`config.mk`:
```
export PLATFORM = sky130hd
export DESIGN_NAME = hazard_ctrl
export DESIGN_NICKNAME = d
export VERILOG_FILES = /design/src/rtl/hazard_ctrl.sv
export SDC_FILE = /design/constraint.sdc
export NUM_CORES = 1
export LEC_CHECK = 0
export ABC_AREA = 1
export ABC_CLOCK_PERIOD_IN_PS = 1500
export CAP_MARGIN = 20
export CORE_ASPECT_RATIO = 2
export CORE_MARGIN = 2
export CORE_UTILIZATION = 40
export DETAILED_ROUTE_END_ITERATION = 12
export PLACE_DENSITY_LB_ADDON = 0.05
export SYNTH_ARGS = -nofsm -noshare
export SYNTH_HDL_FRONTEND = slang
export SYNTH_SLANG_ARGS = --single-unit
```
`constraint.sdc`:
```
create_clock -name clk -period 1.5 [get_ports clk]
set_input_delay 0.375 -clock clk [delete_from_list [all_inputs] [get_ports clk]]
set_output_delay 0.375 -clock clk [all_outputs]
set_load 0.1 [all_outputs]
```
`src/rtl/hazard_ctrl.sv`:
```
// Hazard sequencer for the 5-stage core: load-use stalls, d-cache miss holds and multi-cycle redirect flushes.
// Optional performance counters are compiled in with `define HAZARD_PERF_CNT_EN.
module hazard_ctrl #(
    parameter int FLUSH_CYCLES     = 2,
    parameter int JAL_FLUSH_CYCLES = 1,
    parameter int MISS_TIMEOUT     = 255
) (
    input  logic        clk,
    input  logic        rst,
    input  logic [4:0]  dec_reg1,
    input  logic [4:0]  dec_reg2,
    input  logic        dec_use1,
    input  logic        dec_use2,
    input  logic        ex_loadF,
    input  logic [4:0]  ex_regDF,
    input  logic        mem_branch_cond,
    input  logic        mem_jal,
    input  logic        mem_access,
    input  logic        dcache_hit,
    input  logic        dcache_resp_valid,
    output logic        stall,
    output logic        branch_flush,
    output logic        jal_flush,
    output logic        miss_err,
    output logic [1:0]  state_o
`ifdef HAZARD_PERF_CNT_EN
    ,
    output logic [31:0] perf_stall_cycles,
    output logic [31:0] perf_flushes,
    output logic [31:0] perf_misses
`endif
);

    typedef enum logic [1:0] {
        RUN    = 2'd0,
        MISS   = 2'd1,
        BFLUSH = 2'd2,
        JFLUSH = 2'd3
    } state_t;

    localparam logic [2:0] BR_RELOAD  = 3'(FLUSH_CYCLES - 1);
    localparam logic [2:0] JAL_RELOAD = 3'(JAL_FLUSH_CYCLES - 1);
    localparam logic [7:0] TIMEOUT    = 8'(MISS_TIMEOUT);

    state_t     state, state_nxt;
    logic [2:0] cnt, cnt_nxt;
    logic [7:0] tcnt, tcnt_nxt;
    logic       miss_err_q;
    logic       load_use;
    logic       redirect;
    logic       enter_miss;

    assign load_use = ex_loadF && (ex_regDF != 5'd0) &&
                      ((dec_use1 && (dec_reg1 == ex_regDF)) ||
                       (dec_use2 && (dec_reg2 == ex_regDF)));

    assign miss_err = miss_err_q || ((state == MISS) && (tcnt == TIMEOUT));
    assign state_o  = state;

    always_comb begin
        // NOTE: every signal written here gets a default first so no path leaves it unassigned (no latches).
        state_nxt    = state;
        cnt_nxt      = cnt;
        tcnt_nxt     = tcnt;
        stall        = 1'b0;
        branch_flush = 1'b0;
        jal_flush    = 1'b0;
        redirect     = 1'b0;
        enter_miss   = 1'b0;

        if (state == MISS) begin
            // The entry cycle (tcnt==0) cannot carry the refill for this miss.
            if (dcache_resp_valid && (tcnt != 8'd0)) begin
                state_nxt = RUN;
            end else begin
                stall = 1'b1;
                if (tcnt != TIMEOUT) tcnt_nxt = tcnt + 8'd1;
            end
        end else if (mem_jal) begin
            jal_flush = 1'b1;
            redirect  = 1'b1;
            cnt_nxt   = JAL_RELOAD;
            state_nxt = (JAL_FLUSH_CYCLES > 1) ? JFLUSH : RUN;
        end else if (mem_branch_cond) begin
            branch_flush = 1'b1;
            redirect     = 1'b1;
            cnt_nxt      = BR_RELOAD;
            state_nxt    = (FLUSH_CYCLES > 1) ? BFLUSH : RUN;
        end else if (state == BFLUSH || state == JFLUSH) begin
            branch_flush = (state == BFLUSH);
            jal_flush    = (state == JFLUSH);
            cnt_nxt      = cnt - 3'd1;
            if (cnt == 3'd1) state_nxt = RUN;
        end else if (mem_access && !dcache_hit) begin
            stall      = 1'b1;
            enter_miss = 1'b1;
            tcnt_nxt   = 8'd0;
            state_nxt  = MISS;
        end else if (load_use) begin
            stall = 1'b1;
        end
    end

    always_ff @(posedge clk) begin
        // NOTE: sequential state uses non-blocking assignments so all registers update together at the edge.
        if (rst) begin
            state      <= RUN;
            cnt        <= 3'd0;
            tcnt       <= 8'd0;
            miss_err_q <= 1'b0;
        end else begin
            state      <= state_nxt;
            cnt        <= cnt_nxt;
            tcnt       <= tcnt_nxt;
            miss_err_q <= miss_err;
        end
    end

`ifdef HAZARD_PERF_CNT_EN
    always_ff @(posedge clk) begin
        if (rst) begin
            perf_stall_cycles <= 32'd0;
            perf_flushes      <= 32'd0;
            perf_misses       <= 32'd0;
        end else begin
            perf_stall_cycles <= perf_stall_cycles + {31'd0, stall};
            perf_flushes      <= perf_flushes + {31'd0, redirect};
            perf_misses       <= perf_misses + {31'd0, enter_miss};
        end
    end
`endif

endmodule

```
-- Yosys cells after proc, flatten, opt, wreduce, memory -nomap -nowiden
Index checks and enable logic that the tools add are counted.
- bits in registers: 14
- latch bits: 0
- bits in writable memories: 0
- ROM bits: 0
- input bits: 25
- output and inout bits: 6
- word-level logic and storage cells: 73
- memories: 0
- add/sub/neg operators: 2
- multipliers: 0
- divide/modulo/power cells: 0
- magnitude comparators: 0
- equality and inequality tests: 15
- shift operators: 0
- muxes and demuxes: 32
- bitwise operators: 1
- reductions and logical operators: 19
- operator list (kind ; number):
    two-way mux 8 bit ; 7
    two-way mux 1 bit ; 15
    two-way mux 2 bit ; 7
    == test 5 bit ; 2
    nonzero test 5 bit ; 2
    two-way mux 3 bit ; 3
    adder 8 x 1 -> 8 bit (second input constant) ; 1
    == test 8 bit (second input constant) ; 1
    != test 2 x 1 -> 1 bit (second input constant) ; 4
    != test 8 bit (second input constant) ; 1
    nonzero test 8 bit ; 1
    logical AND 1 bit ; 7
    AND reduction 6 bit ; 1
    != test 5 x 4 -> 1 bit (second input constant) ; 1
    == test 2 bit (second input constant) ; 2
    != test 2 bit (second input constant) ; 2
    == test 3 x 1 -> 1 bit (second input constant) ; 1
    logical OR 1 bit ; 3
    AND reduction 3 bit ; 1
    nonzero test 3 bit ; 1
    subtractor 3 x 1 -> 3 bit (second input constant) ; 1
    == test 2 x 1 -> 1 bit (second input constant) ; 1
    AND reduction 2 bit ; 1
    nonzero test 2 bit ; 1
    2 further kinds ; 2

-- Longest topological paths before layout
Gate-level depths: netlist of run 1.
- word-level depth: 10
- gate-level depth with buffers: 12

-- Worst setup path after synthesis of run 1
OpenSTA, ideal clock, no wires.
- kind: register to output
- start: reg state[1], in the netlist state_o[1]
- end: out branch_flush
- data arrival time: 3.448 ns
- required time: 1.125 ns
- setup slack: -2.323 ns
- cell stages (with the launch flop): 6
- buffers on the path: 1
- cells stage by stage: dfxtp_1 -> inv_2 -> nand2_2 -> buf_6 -> inv_4 -> nor3_1
- longest elaborated chain between the ends: 6
- ends and longest elaborated chain (element ; line ; text):
    from (decl) ; 45 ; state_t state, state_nxt;
    from (signal assigned) ; 112 ; state <= state_nxt;
    == test 2 bit (on tied branches) ; 89, 90 ;
    logical OR 1 bit ; 89 ; end else if (state == BFLUSH || state == JFLUSH) begin
    two-way mux 1 bit ; 89 ;
    two-way mux 1 bit ; 84 ; end else if (mem_branch_cond) begin
    two-way mux 1 bit ; 79 ; end else if (mem_jal) begin
    two-way mux 1 bit (*) ; 71 ; if (state == MISS) begin
    to (decl) ; 22 ; output logic branch_flush,
Every way passes the cells marked *; elsewhere a longest branch is shown, timed or not.

-- Worst setup path in the final report of run 1
- start: reg tcnt[1]
- end: out stall
- longest elaborated chain between the ends: 4
- ends and longest elaborated chain (element ; line ; text):
    from (decl) ; 47 ; logic [7:0] tcnt, tcnt_nxt;
    from (signal assigned) ; 114 ; tcnt <= tcnt_nxt;
    nonzero test 8 bit ; 73 ; if (dcache_resp_valid && (tcnt != 8'd0)) begin
    logical AND 1 bit ; 73 ;
    two-way mux 1 bit ; 73 ;
    two-way mux 1 bit ; 71 ;
    to (decl) ; 21 ; output logic stall,
Every way passes these cells.

==> results.json, run 1 <==
{
  "fin_area_sq_um": 2000,
  "diodes": 0,
  "post_dp_cell_area_sq_um": 1740,
  "status": "finished, violations left",
  "drc_errors": 0,
  "start_util": 0.418,
  "cts_buffers": 3,
  "cts_sinks": 14,
  "yosys.area.top_type": "dfxtp_1",
  "post-place-cells": 271,
  "whs_ns": 0.467,
  "power.internal_w": 0.000724,
  "viasPerCell": 5.15,
  "drt_pass1_iterations": 5,
  "io_buffers": 30,
  "cts_buffer_depth": 2,
  "path_cells": "inv_4, ha_4, nand2_2, nor2_1, nand2_1, nand2_1, nand2_2, nand2_8, buf_12",
  "nets": 287,
  "clock.fmax_ghz": 0.564,
  "ys_seq_area_frac": 0.242,
  "drv_slew": 0,
  "dominantRegCellSynth": "dfxtp_1",
  "syn_avg_cell_area_sq_um": 5.94,
  "multi_input_area_sq_um": 915,
  "synth_top_family_by_area": "simple AND/OR/NAND/NOR gates",
  "finalWorstSetupSlack_ns": -0.272,
  "hpwl_um": 2760,
  "drv_cap": 0,
  "crit_arrival_ns": 1.40,
  "antenna_found_initial": 0,
  "hp-class": "reg -> reg",
  "fill_cells": 242,
  "hold_violations": 0,
  "ys_top_cells_by_area": "dfxtp_1 (24%), nand2_1 (17%), inv_1 (9.7%)",
  "finalSetupTns_ns": -0.656,
  "synth_compound_area_frac": 0.118,
  "vdd_ir_drop_max_uv": 596,
  "synth-edff-count": 0,
  "p_leak_nw": 0.909,
  "grt-ovfl-total": 0,
  "synth-xor-area-share": 0.0227,
  "synth_common_cells": "nand2_1 (53), inv_1 (30), nor2_1 (28), nand3_1 (18), dfxtp_1 (14)",
  "finalNonFillerCells": 286,
  "clk_pin_slew_ns": 0.06,
  "synth_cells": 195,
  "ioPinCount": 31,
  "grt_pass1_wl_um": 6140,
  "track_usage": 0.235,
  "p_comb_frac": 0.344,
  "tightest_slew_ns": 0.205,
  "regArea_sq_um": 298,
  "synth_fp_nets": 224,
  "cts_htree_levels": 1,
  "wl_um": 3810,
  "ys_seq_elements": 14,
  "drive_gt1_frac": 0.405,
  "place_congestion": 0.861,
  "cp.required_ns": 1.12,
  "finalCritPeriodShare": 1.18,
  "synth.distinct_cells": 25,
  "async_reset_ff_frac": 0,
  "sequentialPowerShare": 0.351,
  "area_delta_synth_final_pct": 72.4,
  "p_switching_w": 0.000373,
  "yosys_warnings": 0,
  "p_sw_frac": 0.340,
  "power.density_nw_per_um2": 549,
  "worstSetupStartpointType": "flop",
  "worst-setup-path-type": "reg -> out",
  "yosys.cell_count.top_type": "nand2_1",
  "setup_viol": 9,
  "first_iter_violations": 21,
  "dieArea_sq_um": 3370,
  "crit_fanout": 3,
  "grt_max_degree": 11,
  "rows": 27,
  "synth_fa_ha_area_frac": 0.0432,
  "yosys.area_share.simple": 0.450,
  "fin_crit_ns": 1.77,
  "muxShareOfSynthArea": 0,
  "synth_top_area_share": 0.242,
  "pwr-share-clk": 0.305,
  "cts-root-buf": "clkbuf_8",
  "avgRoutedWirePerCell_um": 13.3,
  "core_area_sq_um": 2770,
  "clock_latency_ns": 0.25,
  "grt_pass1_vias": 1435,
  "routed-via-count": 1472,
  "cts_tree": "built",
  "drtAntennaViolNets": 0,
  "max_stage_delay_ns": 0.36,
  "grt_setup_unrepaired": "true",
  "setup.worst_path.end_class": "primary output",
  "finalClockSkew_ns": 0.00423,
  "dieHeight_um": 80.1,
  "die_w_um": 42.1,
  "timing.slew.headroom": 0.863,
  "netlist_area_sq_um": 1160,
  "critPathSlowestCell": "dfxtp_4",
  "violations": "setup timing"
}
==> logic make-up (layout without fill, tap and decap cells) <==
logic type / after synthesis / count (layout)
XOR/XNOR: 3 / 3
AO/OA/AOI/OAI: 23 / 23
AND/OR/NAND/NOR: 116 / 117
buffers and inverters: 35 / 96
adder cells (fa/ha/maj): 4 / 4
flip-flops: 14 / 14
==> flip-flops by register name, summed over array words and instances (netlist names) <==
| register | count |
|---|---|
| cnt | 3 |
| miss_err_q | 1 |
| state_o | 2 |
| tcnt | 8 |
==> cell usage in the layout (no fill, tap or decap), types with 5 or more instances in the layout <==
cell type	instances
dfxtp_1	8
buf_6	5
nand3_1	15
inv_1	24
buf_12	6
inv_4	7
o21ai_1	5
nand2_2	5
nand2_4	5
a21oi_1	7
buf_4	24
nor2_1	22
a21oi_2	6
buf_2	9
nand2_1	47
==> worst max-delay path: cells and delay by family, from the launching register on <==
family                     cells  cell delay [ns]
DFF                            1             0.36
and+or+nand+nor                6             0.42
buffers and inverters          2             0.22
adders and majority gates      1             0.12
==> power groups by stage <==
stage	registers (W)	logic (W)	clock network (W)
finish	0.000385	0.000377	0.000334
floorplan	0.000406	0.000158	0
global route	0.000386	0.000407	0.000352
global placement	0.000391	0.000326	0
CTS	0.000385	0.000354	0.000338
detailed placement	0.000392	0.000332	0
==> layout make-up <==
cell class / instances / share of cell area
clock inverter: 1 / 0.00188
tap: 29 / 0.0182
clock buffer: 3 / 0.0207
multi-input combinational: 147 / 0.458
sequential: 14 / 0.149
timing repair buffer: 58 / 0.268
inverter: 33 / 0.0808
timing repair inverter: 1 / 0.00313
==> metrics by stage <==
step	utilization	worst slack (ns)	power, W
2_1_floorplan	-	-0.549	0.000564
3_3_place_gp	0.626	-0.699	0.000717
3_5_place_dp	0.626	-0.777	0.000724
4_1_cts	0.693	-0.278	0.00108
5_1_grt	0.721	-0.329	0.00115
6_report	0.721	-0.272	0.00110
==> what timing repair did <==
item | CTS | global route
hold buffers | 0 | 0
gates resized for setup | 102 | 34
buffers inserted | 9 | 2
setup endpoints to repair | 12 | 14
pin swaps | 39 | 21
gates cloned | 1 | 1
==> layer usage <==
layer  global-route usage  wire length [um]
met5                    0                 0
met4                0.113               155
met3               0.0225               118
met2                0.472              2240
met1                0.228              1300
==> path summary, 6_finish.rpt <==
| path | start | end | slack [ns] | cells after the start |
|---|---|---|---|---|
| setup reg to reg | tcnt[0] | tcnt[1] | -0.03 | 11 |
| hold reg to reg | cnt[1] | cnt[1] | 0.47 | 2 |
| setup / recovery | tcnt[1] | stall | -0.27 | 9 |
| hold / removal | cnt[1] | cnt[1] | 0.47 | 2 |
Note: power is estimated with default switching activity, not from simulation.
==> inputs of run 2 (changes only) <==
--- a/config.mk
+++ b/config.mk
@@ -12,7 +12,8 @@
 export CORE_MARGIN = 2
 export CORE_UTILIZATION = 40
 export DETAILED_ROUTE_END_ITERATION = 12
-export PLACE_DENSITY_LB_ADDON = 0.05
+export MAX_ROUTING_LAYER = met4
+export PLACE_DENSITY = 0.67
 export SYNTH_ARGS = -nofsm -noshare
 export SYNTH_HDL_FRONTEND = slang
 export SYNTH_SLANG_ARGS = --single-unit
==> run 2 against run 1 <==
  * First-iteration DRC count is 150% higher
  * Worst hold slack got worse by 0.0041 ns
  * Clock skew is 0.0024 ns lower
  * Maximum frequency hardly changed
  * The flow still finishes with violations (setup timing)
  * Global-route usage increased by 0.37 points
  * Sequential power barely moved
  * Via count up 1.1%
  * Design area down 3.5%
  * Register-to-register slack worse by 0.16 ns
  * Sequential share of layout area up 0.41 points
==> results.json, run 2 (synthesis gave the netlist of run 1 again) <==
{
  "grt_util_met2": 0.478,
  "hold_violations": 0,
  "hp-class": "reg -> reg",
  "grt_pass1_vias": 1478,
  "place_ws_ns": -0.718,
  "whs_ns": 0.463,
  "nets": 286,
  "cts_tree": "built",
  "cts_buffers": 3,
  "clock.fmax_ghz": 0.564,
  "clock_latency_ns": 0.25,
  "drv_slew": 0,
  "antenna_found_initial": 0,
  "track_usage": 0.238,
  "drtAntennaViolNets": 0,
  "p_leak_nw": 0.865,
  "first_iter_violations": 52,
  "core_area_sq_um": 2770,
  "cts_buffer_depth": 2,
  "finalClockSkew_ns": 0.00185,
  "cts_sinks": 14,
  "ioPinCount": 31,
  "cts_htree_levels": 1,
  "worstSetupStartpointType": "flop",
  "grt_use_met3": 0.0337,
  "diodes": 0,
  "viasPerCell": 5.22,
  "worst-setup-path-type": "reg -> out",
  "final_cell_mix": "nand2_1 (45), buf_4 (27), nor2_1 (23)",
  "timing.slew.headroom": 0.824,
  "grt_setup_unrepaired": "true",
  "grt-ovfl-total": 0,
  "dieHeight_um": 80.1,
  "largest_reg_flops": 8,
  "io_buffers": 30,
  "whs_path_depth": 2,
  "routed-via-count": 1488,
  "crit_arrival_ns": 1.40,
  "finalSetupTns_ns": -1.82,
  "grt_pass1_wl_um": 6010,
  "fill_cells": 243,
  "start_util": 0.418,
  "avgRoutedWirePerCell_um": 13.4,
  "rows": 27,
  "clk_pin_slew_ns": 0.06,
  "grt_use_met1": 0.201,
  "drt_pass1_iterations": 5,
  "multi_input_area_sq_um": 887,
  "drv_cap": 0,
  "wl_um": 3820,
  "finalWorstSetupSlack_ns": -0.273,
  "power.density_nw_per_um2": 583,
  "regMostFlops": "tcnt",
  "drive_gt1_frac": 0.410,
  "ctsHoldBuffers": 0,
  "dieArea_sq_um": 3370,
  "setup_viol": 12,
  "hpwl_um": 2800,
  "regArea_sq_um": 295,
  "crit_fanout": 4,
  "drc_errors": 0,
  "die_w_um": 42.1,
  "place_congestion": 0.870,
  "cp.required_ns": 1.12,
  "fin_crit_ns": 1.77,
  "area_delta_synth_final_pct": 66.3,
  "ff2ff_path_depth": 12,
  "violations": "setup timing",
  "setup.worst_path.end_class": "primary output",
  "vdd_ir_drop_max_uv": 595,
  "top_usage_layer": "met2",
  "finalCritPeriodShare": 1.18,
  "tightest_slew_ns": 0.263,
  "status": "finished, violations left",
  "cts-root-buf": "clkbuf_8",
  "grt_max_degree": 11,
  "mostFrequentLayoutCell": "nand2_1"
}
## run 2: through the flow
| stage | instance area [sq um] | util | std cells | total power (W) |
|---|---|---|---|---|
| after floorplan | 1210 | - | 195 | 0.000564 |
| after global placement | 1730 | 0.624 | 270 | 0.000715 |
| after detailed placement | 1730 | 0.624 | 270 | 0.000722 |
| after CTS | 1880 | 0.679 | 285 | 0.00111 |
| after global routing | 1930 | 0.696 | 285 | 0.00116 |
| final | 1930 | 0.696 | 285 | 0.00112 |
## run 2: what timing repair did
action / CTS / global route
setup buffers: 10 / 0
pin swaps: 37 / 17
gates cloned: 1 / 0
resized for setup: 101 / 15
setup endpoints to repair: 12 / 12
## run 2: routing by layer
layer  wire (um)  vias up
met5           0        -
met4         151        0
met3         180       14
met2        2200       64
met1        1280      679
li1            -      731
## run 2: path summary, 6_finish.rpt
kind | from | to | slack, ns
setup / recovery | tcnt[0] | stall | -0.27
hold / removal | cnt[1] | cnt[1] | 0.46
setup reg to reg | tcnt[1] | tcnt[1] | -0.19
hold reg to reg | cnt[1] | cnt[1] | 0.46
## run 2: worst max-delay path, stage by stage (launching register included)
cell and delay, ns:
dfxtp_4 0.36, inv_4 0.07, ha_4 0.13, nand2_2 0.04, nor2_1 0.08, nand2_1 0.07, nand2_2 0.08, nand2_4 0.07
nand2_8 0.07, buf_12 0.16
## run 2: report_power, final
group          internal (W)  switching [W]
combinational      0.000153       0.000203
clock              0.000233       0.000149
sequential         0.000376     0.00000973
total              0.000762       0.000361
## run 2: area by class of cell
class | count | area share
multi-input combinational | 147 | 0.460
timing repair buffer | 58 | 0.263
sequential | 14 | 0.153
inverter | 33 | 0.0760
clock buffer | 4 | 0.0286
tap | 29 | 0.0188
